### src/rtl/mux_pkg.sv
// Shared channel definitions for the 4:1 round-robin mux and its companion 1:4 demux.
// The select encoding must stay identical on both sides so tagged words route back correctly.
package mux_pkg;

   localparam int NUM_CH = 4;
   localparam int SEL_W  = 2;

   localparam logic [SEL_W-1:0] CH_A = 2'd0;
   localparam logic [SEL_W-1:0] CH_B = 2'd1;
   localparam logic [SEL_W-1:0] CH_C = 2'd2;
   localparam logic [SEL_W-1:0] CH_D = 2'd3;

   // Channel following c in round-robin order; 3 wraps to 0 through 2-bit overflow.
   function automatic logic [SEL_W-1:0] next_ch(input logic [SEL_W-1:0] c);
      return c + 2'd1;
   endfunction

endpackage

### src/rtl/rr_mux_4x1_if.sv
// Bus bundle for rr_mux_4x1: four source channels in, one tagged stream out.
// Handshake: a word moves on a rising clk edge exactly when valid & ready are both high; a source
// keeps valid and data steady until that edge, and ready may depend combinationally on valid.
interface rr_mux_4x1_if import mux_pkg::*; #(parameter int WIDTH = 8) ();

   logic [NUM_CH-1:0]       in_valid;
   logic [NUM_CH*WIDTH-1:0] in_data;
   logic [NUM_CH-1:0]       in_ready;
   logic                    out_valid;
   logic [WIDTH-1:0]        out_data;
   logic [SEL_W-1:0]        out_sel;
   logic                    out_ready;

   modport slave (
      input  in_valid, in_data, out_ready,
      output in_ready, out_valid, out_data, out_sel
   );

   modport master (
      output in_valid, in_data, out_ready,
      input  in_ready, out_valid, out_data, out_sel
   );

endinterface

### src/rtl/rr_arbiter_4.sv
// Combinational 4-way round-robin arbiter: the first requester at or after ptr wins.
// Produces a one-hot grant plus its encoded index; both are zero when nothing requests.
module rr_arbiter_4 import mux_pkg::*; (
   input  logic [NUM_CH-1:0] req,
   input  logic [SEL_W-1:0]  ptr,
   output logic [NUM_CH-1:0] grant,
   output logic [SEL_W-1:0]  gnt_idx
);

   logic             found;
   logic [SEL_W-1:0] idx;

   always_comb begin
      grant   = '0;
      gnt_idx = '0;
      found   = 1'b0;
      idx     = '0;
      // idx is 2 bits wide, so ptr + k wraps modulo 4 on its own.
      for (int k = 0; k < NUM_CH; k++) begin
         idx = ptr + SEL_W'(k);
         if (!found && req[idx]) begin
            found        = 1'b1;
            grant[idx]   = 1'b1;
            gnt_idx      = idx;
         end
      end
   end

endmodule

### src/rtl/rr_mux_4x1.sv
// Round-robin 4:1 channel mux with a single registered output stage tagged by source select.
// Priority advances only on an accept, to the channel after the one just served.
module rr_mux_4x1 import mux_pkg::*; #(
   parameter int WIDTH = 8
) (
   input  logic             clk,
   input  logic             rst,
   rr_mux_4x1_if.slave      bus,
   output logic [SEL_W-1:0] dbg_ptr
);

   logic [SEL_W-1:0]  ptr;
   logic [NUM_CH-1:0] grant;
   logic [SEL_W-1:0]  gnt_idx;
   logic              can_load;
   logic              accept;
   logic              drain;
   logic              valid_q;
   logic [WIDTH-1:0]  data_q;
   logic [SEL_W-1:0]  sel_q;

   rr_arbiter_4 u_arb (
      .req     (bus.in_valid),
      .ptr     (ptr),
      .grant   (grant),
      .gnt_idx (gnt_idx)
   );

   // The output register may be reloaded in the same cycle it drains.
   assign can_load     = ~valid_q | bus.out_ready;
   assign bus.in_ready = rst ? '0 : (grant & {NUM_CH{can_load}});
   assign accept       = |bus.in_ready;
   assign drain        = valid_q & bus.out_ready;

   always_ff @(posedge clk or posedge rst) begin
      if (rst) begin
         valid_q <= 1'b0;
         data_q  <= '0;
         sel_q   <= CH_A;
         ptr     <= CH_A;
      end else if (accept) begin
         valid_q <= 1'b1;
         data_q  <= bus.in_data[gnt_idx*WIDTH +: WIDTH];
         sel_q   <= gnt_idx;
         ptr     <= next_ch(gnt_idx);
      end else if (drain) begin
         valid_q <= 1'b0;
      end
   end

   assign bus.out_valid = valid_q;
   assign bus.out_data  = data_q;
   assign bus.out_sel   = sel_q;
   assign dbg_ptr       = ptr;

endmodule

### src/flat_wrapper.sv
// flat-port wrapper written by rule: the top's interface ports become plain ports
module rr_mux_4x1_flat import mux_pkg::*;
#(
   parameter int WIDTH = 8
)
  (clk, rst, dbg_ptr, bus_in_valid, bus_in_data, bus_out_ready, bus_in_ready, bus_out_valid, bus_out_data, bus_out_sel);
  rr_mux_4x1_if #(.WIDTH(WIDTH)) bus_i ();
  input  logic clk;
  input  logic rst;
  output logic [SEL_W-1:0] dbg_ptr;
  input wire logic [$bits(bus_i.in_valid)-1:0] bus_in_valid;
  input wire logic [$bits(bus_i.in_data)-1:0] bus_in_data;
  input wire logic [$bits(bus_i.out_ready)-1:0] bus_out_ready;
  output wire logic [$bits(bus_i.in_ready)-1:0] bus_in_ready;
  output wire logic [$bits(bus_i.out_valid)-1:0] bus_out_valid;
  output wire logic [$bits(bus_i.out_data)-1:0] bus_out_data;
  output wire logic [$bits(bus_i.out_sel)-1:0] bus_out_sel;
  assign bus_i.in_valid = bus_in_valid;
  assign bus_i.in_data = bus_in_data;
  assign bus_i.out_ready = bus_out_ready;
  assign bus_in_ready = bus_i.in_ready;
  assign bus_out_valid = bus_i.out_valid;
  assign bus_out_data = bus_i.out_data;
  assign bus_out_sel = bus_i.out_sel;
  rr_mux_4x1 #(.WIDTH(WIDTH)) u_core (.clk(clk), .rst(rst), .bus(bus_i), .dbg_ptr(dbg_ptr));
endmodule
### config.mk
export PLATFORM = sky130hd
export DESIGN_NAME = rr_mux_4x1_flat
export DESIGN_NICKNAME = d
export VERILOG_FILES = /design/src/rtl/mux_pkg.sv /design/src/rtl/rr_mux_4x1_if.sv /design/src/rtl/rr_arbiter_4.sv /design/src/rtl/rr_mux_4x1.sv /design/src/flat_wrapper.sv
export SDC_FILE = /design/constraint.sdc
export NUM_CORES = 1
export LEC_CHECK = 0
export BUFFER_PORTS_ARGS = -buffer_cell sky130_fd_sc_hd__buf_2
export CAP_MARGIN = 20
export CORE_MARGIN = 1.5
export CORE_UTILIZATION = 40
export CTS_BUF_LIST = sky130_fd_sc_hd__clkbuf_4
export DETAILED_ROUTE_END_ITERATION = 6
export GPL_TIMING_DRIVEN = 0
export PLACE_DENSITY = 0.8
export SYNTH_ARGS = -nofsm -noshare
export SYNTH_HDL_FRONTEND = slang
export SYNTH_HIERARCHICAL = 1
export SYNTH_SLANG_ARGS = --single-unit
### constraint.sdc
create_clock -name clk -period 3.7 [get_ports clk]
set_input_delay 0.74 -clock clk [delete_from_list [all_inputs] [get_ports clk]]
set_output_delay 0.74 -clock clk [all_outputs]
set_load 0.02 [all_outputs]
==> out/results.md, run 1 <==
• 3 — Residual DRC
• 202 — nets@finish
• 0 — final count of pins violating max slew
• 13 — sinks on the clock net
• 17.7% — GRT Resource Usage Total
• 0 — Final setup violation count
• 19.9% — M1 GR Usage
• 3.57% — GRT met3 Usage
• 95.6% — portion of the clock cycle consumed by the worst path in the final layout
• 0 — final count of hold timing violations
• 0.00122 mm2 — synthesized area
• sky130_fd_sc_hd__dfrtp_1 — Most used DFF post-synth
• 6 — Synth Warn #
• 0.759 nW — leakage power
• output pin — category of the worst setup path capture point
• 188 — Final Non-Filler Cells
• in2async — class of the worst hold path
• 2.49 mm — Final HPWL DP
• 0.370 mV — VDD IR max
• 56 — I/O pins
• 0 — antenna violations before repair
• 100% — async set-reset flop share out of synthesis
• 29.3% — Syn-to-layout area delta
• 5.74 — via density per instance
• 1079 — Vias
• 0 — final global-route overflow total
• 0.00340 mm2 — die area
• no — setup repair after global routing missed its margin
• 58.3 um — chip height
• 9 — largest driver fanout on the critical path
• sky130_fd_sc_hd__dfrtp_1 27%, sky130_fd_sc_hd__mux4_2 20%, sky130_fd_sc_hd__mux2_4 8.6% — cells taking the most area after synthesis
• 43.2% — starting density of the core
• 61.1% — layout cell share with drive strength beyond 1
• 33 — number of distinct library cells after synthesis
• 0.09 ns — clock transition time at the flip-flop clock pins of the worst setup and hold paths
• built — TritonCTS clock tree
• 0 — cts hold-fix bufs
• 48 — detailed router's first-iteration violation count
• 0.00162 ns — final clock skew
• reg2out — kind of critical path
• 140 — Post-Syn Nets
• 6 — DR pass1 iterations
• 0.502 ns — hold slack final
• 2.96 ns — required arrival time at the worst endpoint
• 19 — row cnt
• 26.6% — share of the synthesized area in the top cell type
• 3.09 mm — post-detailed-routing wire length
• 0 ns — setup TNS after final layout
• sky130_fd_sc_hd__clkbuf_4 — root buf cell
• 239 — Fill cells
• 1 — number of H-tree levels
• 55 — Port Buf Inserts
• 3.54 ns — minimum clock period after layout
• 62.2% — max-slew headroom at the worst pin
• met2 — most used routing layer in global routing
• 14 — largest net degree at the start of global routing
• 0.00283 mm2 — core area
• 182 — placed instance count
• sky130_fd_sc_hd__dfrtp_1 — cell type with the highest aggregate area in the netlist
• 0.837 — Final Wtd Congestion
• 0 — count of max-cap constraint violations
• 0.283 GHz — maximum clock frequency
• 55.9% — final core utilization
• 2.80 ns — data arrival time of the worst path
• 4.65 mm — global-route wire length before repair
• 0.48 ns — slowest cell delay on critical path
• 16.4 um — average wire per cell in the routed design
• 0.28 ns — clock latency on the worst-skew pair
• buf_6, inv_1, ha_1, mux4_2, buf_4, nor3_4, o2bb2ai_1, and2_1, buf_2 — cell breakdown of the critical path
• 96 — synthesized instance count
• flop — type of element launching the critical path
• 58.3 um — die width
• 34.0% — M2 GR Usage
• 26.6% — portion of the post-synthesis area used by sequential elements
• 0 — antenna cells
• 0 — number of flops mapped to enable cells by yosys
• 1100 mW/mm2 — PwrDens
• finished with violations — result of the run
• 0.568 ns — slew at the pin closest to its max-slew limit
• 0 — final antenna-violating net count
• design-rule violations — failing checks
• 2 — maximum root-to-sink buffer count
• 12.7 um2 — synthesized area per cell
• 13 — Yosys reg bits
• 1044 — via count of the first global-routing pass
• sky130_fd_sc_hd__dfrtp_1 — Slowest cell on crit path
• 3 — number of buffers added by the clock tree synthesis step
[Yosys cell counts (all sizes together), types with 2 or more instances]
| cell type | count |
|---|---|
| a221oi | 5 |
| and2 | 4 |
| buf | 4 |
| dfrtp | 13 |
| ha | 5 |
| inv | 5 |
| mux2 | 12 |
| mux2i | 2 |
| mux4 | 12 |
| nand2 | 5 |
| nor2 | 4 |
| nor2b | 6 |
| nor3 | 3 |
| o2bb2ai | 5 |
[placed cells by master, fill, tap and decap left out, types with 5 or more instances in the layout]
cell type / instances
sky130_fd_sc_hd__nand2_1: 5
sky130_fd_sc_hd__dfrtp_1: 12
sky130_fd_sc_hd__mux2_4: 7
sky130_fd_sc_hd__buf_2: 56
sky130_fd_sc_hd__inv_1: 5
sky130_fd_sc_hd__ha_1: 5
sky130_fd_sc_hd__mux4_2: 11
sky130_fd_sc_hd__o2bb2ai_1: 5
[timing repair]
action                     4_1_cts  5_1_grt
setup endpoints to repair        0        1
setup buffers                    0        2
resized for setup                0        1
[power by group]
group | internal, mW | leakage [nW] | switching, mW | total [mW]
Clock | 0.0401 | 0.0177 | 0.0506 | 0.0907
Sequential | 0.223 | 0.151 | 0.0645 | 0.287
Combinational | 0.687 | 0.591 | 0.669 | 1.36
Total | 0.950 | 0.759 | 0.784 | 1.73
[stage by stage]
stage | cell area [um2] | power, mW | setup slack [ns]
2_1_floorplan | 1220 | 1.33 | 0.662
3_3_place_gp | 1540 | 1.55 | 0.488
3_5_place_dp | 1540 | 1.61 | 0.422
4_1_cts | 1560 | 1.71 | 0.161
5_1_grt | 1580 | 1.84 | 0.0271
6_report | 1580 | 1.73 | 0.164
[state kept, by name, summed over array words and instances, names as in the netlist]
signal and count:
u_core/bus.out_data 8, u_core/dbg_ptr 2, u_core/bus.out_valid 1, u_core/bus.out_sel 2
[cell type report]
| type | count | area (um2) | area share (%) |
|---|---|---|---|
| Clock inverter | 1 | 5.00 | 0.317 |
| Buffer | 5 | 42.5 | 2.69 |
| Tap cell | 31 | 38.8 | 2.45 |
| Sequential cell | 13 | 327 | 20.7 |
| Multi-Input combinational cell | 73 | 836 | 52.9 |
| Clock buffer | 3 | 22.5 | 1.43 |
| Timing Repair Buffer | 57 | 290 | 18.4 |
| Inverter | 5 | 18.8 | 1.19 |
[metal layers]
metal / part of all wire [%] / vias up
li1: - / 496
met1: 37 / 548
met2: 58 / 29
met3: 2.9 / 6
met4: 1.6 / 0
met5: 0 / -
[final timing paths]
check                      slack (ns)              startpoint                endpoint  cells after the start
max reg2reg                      0.27       u_core/dbg_ptr[0]  u_core/bus.out_data[7]                     10
max in group asynchronous        2.83                     rst       u_core/dbg_ptr[1]                      2
min reg2reg                      0.51  u_core/bus.out_data[5]  u_core/bus.out_data[5]                      1
max                              0.16       u_core/dbg_ptr[0]         bus_in_ready[3]                      9
min                              0.50                     rst    u_core/bus.out_valid                      2
min in group clk                 0.51  u_core/bus.out_data[5]  u_core/bus.out_data[5]                      1
[cells by family (layout without fill, tap and decap cells)]
logic type | count (synthesis) | count (layout) | synth area share (%)
adders and majority gates | 5 | 5 | 5.12
buffers and inverters | 10 | 71 | 5.01
DFF | 13 | 13 | 26.6
AOI/OAI and AO/OA | 14 | 14 | 9.93
and+or+nand+nor | 27 | 27 | 15.4
xor gates and xnor gates | 1 | 1 | 0.717
muxes | 26 | 26 | 37.3
[critical path: cells and delay by family (launching register included)]
kind	cells	cell delay, ns
adders and majority gates	1	0.41
muxes	1	0.44
and+or+nand+nor	2	0.37
AOI/OAI and AO/OA	1	0.20
DFF	1	0.48
buffers and inverters	4	0.60
Note: power is estimated with default switching activity, not from simulation.
==> run 2, diff against run 1 <==
--- a/config.mk
+++ b/config.mk
@@ -8,11 +8,12 @@
 export BUFFER_PORTS_ARGS = -buffer_cell sky130_fd_sc_hd__buf_2
 export CAP_MARGIN = 20
 export CORE_MARGIN = 1.5
-export CORE_UTILIZATION = 40
+export CORE_UTILIZATION = 48
 export CTS_BUF_LIST = sky130_fd_sc_hd__clkbuf_4
 export DETAILED_ROUTE_END_ITERATION = 6
 export GPL_TIMING_DRIVEN = 0
-export PLACE_DENSITY = 0.8
+export MAX_ROUTING_LAYER = met4
+export PLACE_DENSITY = 0.92
 export SYNTH_ARGS = -nofsm -noshare
 export SYNTH_HDL_FRONTEND = slang
 export SYNTH_HIERARCHICAL = 1
==> out/results.md, run 2 (synthesis results as in run 1) <==
• 2.58 mm — Final HPWL DP
• 2.76 ns — data arrival time of the worst path
• 56 — I/O pins
• 31 — detailed router's first-iteration violation count
• 1 — number of H-tree levels
• built — TritonCTS clock tree
• 4 — DR pass1 iterations
• 0 — Final setup violation count
• 1041 — via count of the first global-routing pass
• 0.542 ns — slew at the pin closest to its max-slew limit
• reg2out — kind of critical path
• 0.200 ns — worst setup slack after layout
• 0.634 mV — VDD IR max
• 0 — count of max-cap constraint violations
• 56 x sky130_fd_sc_hd__buf_2, 11 x sky130_fd_sc_hd__mux4_2, 11 x sky130_fd_sc_hd__dfrtp_1, 7 x sky130_fd_sc_hd__mux2_4 — most frequent cells in the layout
• 3.50 ns — minimum clock period after layout
• 0 — final count of hold timing violations
• 1120 — Vias
• 8 — max FFs per register
• 50.3% — starting density of the core
• in2async — class of the worst hold path
• 0 — final count of pins violating max slew
• 13 — sinks on the clock net
• 53.5 um — chip height
• 836 um2 — total area of multi-input combinational cells
• 0 — final antenna-violating net count
• 0.00191 ns — final clock skew
• 0.28 ns — clock latency on the worst-skew pair
• 94.6% — portion of the clock cycle consumed by the worst path in the final layout
• flop — type of element launching the critical path
• 4.75 mm — global-route wire length before repair
• 202 — nets@finish
• 14 — largest net degree at the start of global routing
• 0 ns — setup TNS after final layout
• finished clean — result of the run
• 53.5 um — die width
• 0.00286 mm2 — die area
• 181 — placed instance count
• 9 — largest driver fanout on the critical path
• 18.0 um — average wire per cell in the routed design
• 3.36 mm — post-detailed-routing wire length
• 23.9% — GRT Resource Usage Total
• 18 — row cnt
• 0 — antenna violations before repair
• sky130_fd_sc_hd__buf_2 — most frequent standard cell in the layout excluding fill and tap cells
• 61.8% — layout cell share with drive strength beyond 1
• 63.9% — max-slew headroom at the worst pin
• 0 — final global-route overflow total
• 177 — Fill cells
• 0 — antenna cells
• 0.759 nW — leakage power
• 2.96 ns — required arrival time at the worst endpoint
• 0.09 ns — clock transition time at the flip-flop clock pins of the worst setup and hold paths
• output pin — category of the worst setup path capture point
• no — setup repair after global routing missed its margin
• 2 — maximum root-to-sink buffer count
• 0.771 — Final Wtd Congestion
• 328 um2 — storage element area
• 3 — number of buffers added by the clock tree synthesis step
• 0.00243 mm2 — core area
• 29.5% — Syn-to-layout area delta
• 55 — Port Buf Inserts
• sky130_fd_sc_hd__clkbuf_4 — root buf cell
• 187 — Final Non-Filler Cells
• 0.286 GHz — maximum clock frequency
• 0 — Residual DRC
• 0.322 ns — Post-Place Setup Slack
• 1120 mW/mm2 — PwrDens
• 5.99 — via density per instance
run 2: cell types whose count changed in the layout (fill, tap and decap cells not counted):
cell	delta
sky130_fd_sc_hd__clkbuf_4	+1
sky130_fd_sc_hd__clkinv_2	-1
sky130_fd_sc_hd__dfrtp_1	-1
sky130_fd_sc_hd__dfrtp_2	+1
run 2: worst paths after layout:
path,start,end,slack (ns),depth (start not counted)
worst max-delay path,u_core/dbg_ptr[0],bus_in_ready[3],0.20,9
worst min-delay path,rst,u_core/bus.out_valid,0.49,2
worst max register to register,u_core/dbg_ptr[0],u_core/bus.out_data[6],0.35,10
worst min register to register,u_core/bus.out_data[5],u_core/bus.out_data[5],0.51,1
max in group asynchronous,rst,u_core/dbg_ptr[1],2.85,2
min in group clk,u_core/bus.out_data[5],u_core/bus.out_data[5],0.51,1
run 2: through the flow:
step | area (um2) | hold WS, ns | power, mW | utilization (%)
2_1_floorplan | 1220 | 0.617 | 1.33 | -
3_3_place_gp | 1540 | 0.485 | 1.54 | 63.1
3_5_place_dp | 1540 | 0.492 | 1.62 | 63.1
4_1_cts | 1570 | 0.495 | 1.73 | 64.4
5_1_grt | 1580 | 0.522 | 1.87 | 65.1
6_report | 1580 | 0.491 | 1.77 | 65.1
run 2: critical path, stage by stage (launching register included):
cell                        delay, ns
sky130_fd_sc_hd__dfrtp_2         0.44
sky130_fd_sc_hd__buf_6           0.16
sky130_fd_sc_hd__inv_1           0.09
sky130_fd_sc_hd__ha_1            0.43
sky130_fd_sc_hd__mux4_2          0.44
sky130_fd_sc_hd__buf_4           0.18
sky130_fd_sc_hd__a221oi_1        0.29
sky130_fd_sc_hd__o2bb2ai_1       0.14
sky130_fd_sc_hd__and2_1          0.15
sky130_fd_sc_hd__buf_2           0.15
run 2: final cells by class:
cell class	instances	share of cell area (%)
flip-flops and latches	13	20.7
well taps	30	2.37
repair buffers	57	18.3
plain buffers	5	2.69
multi-input cells	73	52.8
inverters	5	1.19
clock buffers	4	1.90
run 2: per-layer routing:
metal	up-vias	global-route usage, %	share of wire [%]	wire [um]
met5	-	-	0	0
met4	0	12.0	3.5	118
met3	10	2.54	5.4	182
met2	57	43.0	57	1920
met1	561	25.8	34	1140
li1	492	-	-	-
run 2: repair_timing:
item	in CTS	in global routing
setup buffers	0	2
resized for setup	0	2
hold buffers	0	0
endpoints found under the setup margin	0	4
run 2: where the power goes:
part / switching (mW) / internal (mW)
Clock: 0.0528 / 0.0492
Combinational: 0.687 / 0.688
Sequential: 0.0668 / 0.224
Total: 0.807 / 0.961
==> run 3, diff against run 2 <==
--- a/config.mk
+++ b/config.mk
@@ -11,7 +11,6 @@
 export CORE_UTILIZATION = 48
 export CTS_BUF_LIST = sky130_fd_sc_hd__clkbuf_4
 export DETAILED_ROUTE_END_ITERATION = 6
-export GPL_TIMING_DRIVEN = 0
 export MAX_ROUTING_LAYER = met4
 export PLACE_DENSITY = 0.92
 export SYNTH_ARGS = -nofsm -noshare
==> constraint.sdc (replaced) <==
create_clock -name clk -period 3.7 [get_ports clk]
set_input_delay 0.555 -clock clk [delete_from_list [all_inputs] [get_ports clk]]
set_output_delay 0.555 -clock clk [all_outputs]
set_load 0.02 [all_outputs]
==> out/results.md, run 3 (synthesis results as in run 1) <==
• finished clean — result of the run
• 0 — final antenna-violating net count
• 50.3% — starting density of the core
• 0.00286 mm2 — die area
• 10 — Worst Reg2Reg Path Length in Cells
• 0 — postcts setup bufs
• 4 — DR pass1 iterations
• 5.90 — via density per instance
• 3.17 mm — post-detailed-routing wire length
• u_core/dbg_ptr[1] — startpoint of the most critical register-to-register path
• 0.59 ns — internal reg-to-reg setup slack
• 0.322 GHz — maximum clock frequency
• multiplexers — Crit path max-delay family
• 0.28 ns — clock latency on the worst-skew pair
• 841 um2 — total area of multi-input combinational cells
• 0.670 mV — VDD IR max
• u_core/bus.out_sel[1] — reg2reg end
• in2async — class of the worst hold path
• 200 — nets@finish
• 13 — sinks on the clock net
• 61.3% — layout cell share with drive strength beyond 1
• 0.00243 mm2 — core area
• 14 — largest net degree at the start of global routing
• sky130_fd_sc_hd__mux4_2 — Slowest cell on crit path
• 3.11 ns — minimum clock period after layout
• 0 — cts hold-fix bufs
• 17.1 um — average wire per cell in the routed design
• 55 x sky130_fd_sc_hd__buf_2, 13 x sky130_fd_sc_hd__dfrtp_1, 11 x sky130_fd_sc_hd__mux4_2, 7 x sky130_fd_sc_hd__mux2_4 — most frequent cells in the layout
• 2.49 mm — Final HPWL DP
• 0 — final count of pins violating max slew
• flop — category of the worst setup path capture point
• 64.5% — final core utilization
• 0 — antenna violations before repair
• 3.87 ns — required arrival time at the worst endpoint
• 22.7% — GRT Resource Usage Total
• 0.594 ns — worst setup slack after layout
• no — setup repair after global routing missed its margin
• 1110 mW/mm2 — PwrDens
• 3 — number of buffers added by the clock tree synthesis step
• 2 — maximum root-to-sink buffer count
• 0 — post-cts gate resize count
• 1.74 mW — total chip power
• 1009 — via count of the first global-routing pass
• 8 — largest driver fanout on the critical path
• 53.5 um — die width
• built — TritonCTS clock tree
• 325 um2 — storage element area
• 8 — max FFs per register
• 0.754 nW — leakage power
• 1 — number of H-tree levels
• 0.542 ns — slew at the pin closest to its max-slew limit
• 83.9% — portion of the clock cycle consumed by the worst path in the final layout
• 0 — final count of hold timing violations
• 56 — I/O pins
• sky130_fd_sc_hd__buf_2 — most frequent standard cell in the layout excluding fill and tap cells
• flop — type of element launching the critical path
• inv_1, ha_1, mux4_2, nor2b_4, a221oi_1, o2bb2ai_1, nor4_2, nor3_2, buf_6, mux2_2 — cell breakdown of the critical path
• 0.327 ns — hold slack final
• 4.49 mm — global-route wire length before repair
• 53.5 um — chip height
• 0.296 ns — Post-Place Setup Slack
• 0 — Final setup violation count
• sky130_fd_sc_hd__clkbuf_4 — root buf cell
• 31 — detailed router's first-iteration violation count
• 0 — final global-route overflow total
• 0.00766 ns — final clock skew
• 0 — count of max-cap constraint violations
• 63.8% — max-slew headroom at the worst pin
• 0.47 ns — slowest cell delay on critical path
• 0 ns — setup TNS after final layout
• 0 — Residual DRC
• 0 — antenna cells
• 55 — Port Buf Inserts
• reg2reg — kind of critical path
• 3.28 ns — data arrival time of the worst path
• 181 — Fill cells
• 1092 — Vias
• 0.08 ns — clock transition time at the flip-flop clock pins of the worst setup and hold paths
• 18 — row cnt
• 28.4% — Syn-to-layout area delta
• 2 — Buf+Inv Stages, Crit Path
• 0.903 — Final Wtd Congestion
-- run 3: cell count changes in the layout (fill, tap and decap cells not counted) --
cell	delta
sky130_fd_sc_hd__dfrtp_2	-2
sky130_fd_sc_hd__buf_6	-2
sky130_fd_sc_hd__o31ai_1	-1
sky130_fd_sc_hd__buf_4	+2
sky130_fd_sc_hd__o31ai_2	+1
sky130_fd_sc_hd__dfrtp_1	+2
sky130_fd_sc_hd__buf_2	-1
sky130_fd_sc_hd__clkbuf_1	-1
-- run 3: worst max path at each step --
stage | slack [ns] | end | depth (start not counted) | start
2_1_floorplan | 0.67 | u_core/bus.out_sel[0] | 11 | u_core/dbg_ptr[0]
3_3_place_gp | 0.47 | u_core/bus.out_sel[0] | 8 | bus_in_valid[1]
3_5_place_dp | 0.30 | u_core/bus.out_sel[1] | 8 | bus_in_valid[2]
4_1_cts | 0.29 | u_core/bus.out_data[7] | 9 | u_core/dbg_ptr[1]
5_1_grt | 0.42 | u_core/bus.out_sel[1] | 10 | u_core/dbg_ptr[1]
6_report | 0.59 | u_core/bus.out_sel[1] | 10 | u_core/dbg_ptr[1]
-- run 3: layout make-up --
class,instances,area share (%)
Multi-Input combinational cell,73,53.6
Clock buffer,4,1.91
Sequential cell,13,20.7
Timing Repair Buffer,60,20.2
Tap cell,30,2.39
Inverter,5,1.20
-- run 3: layer usage --
metal	wire length, um	track usage [%]
met5	0	-
met4	55	7.26
met3	156	5.93
met2	1730	39.9
met1	1230	24.9
-- run 3: per-stage QoR --
step | instance area (um2) | instances
detailed placement | 1530 | 180
CTS | 1560 | 184
global placement | 1530 | 180
finish | 1570 | 185
global route | 1570 | 185
floorplan | 1220 | 96
-- run 3: report_power, final --
group          switching (mW)  internal, mW  total [mW]
sequential             0.0409         0.222       0.263
clock                  0.0485        0.0492      0.0977
combinational           0.701         0.675        1.38
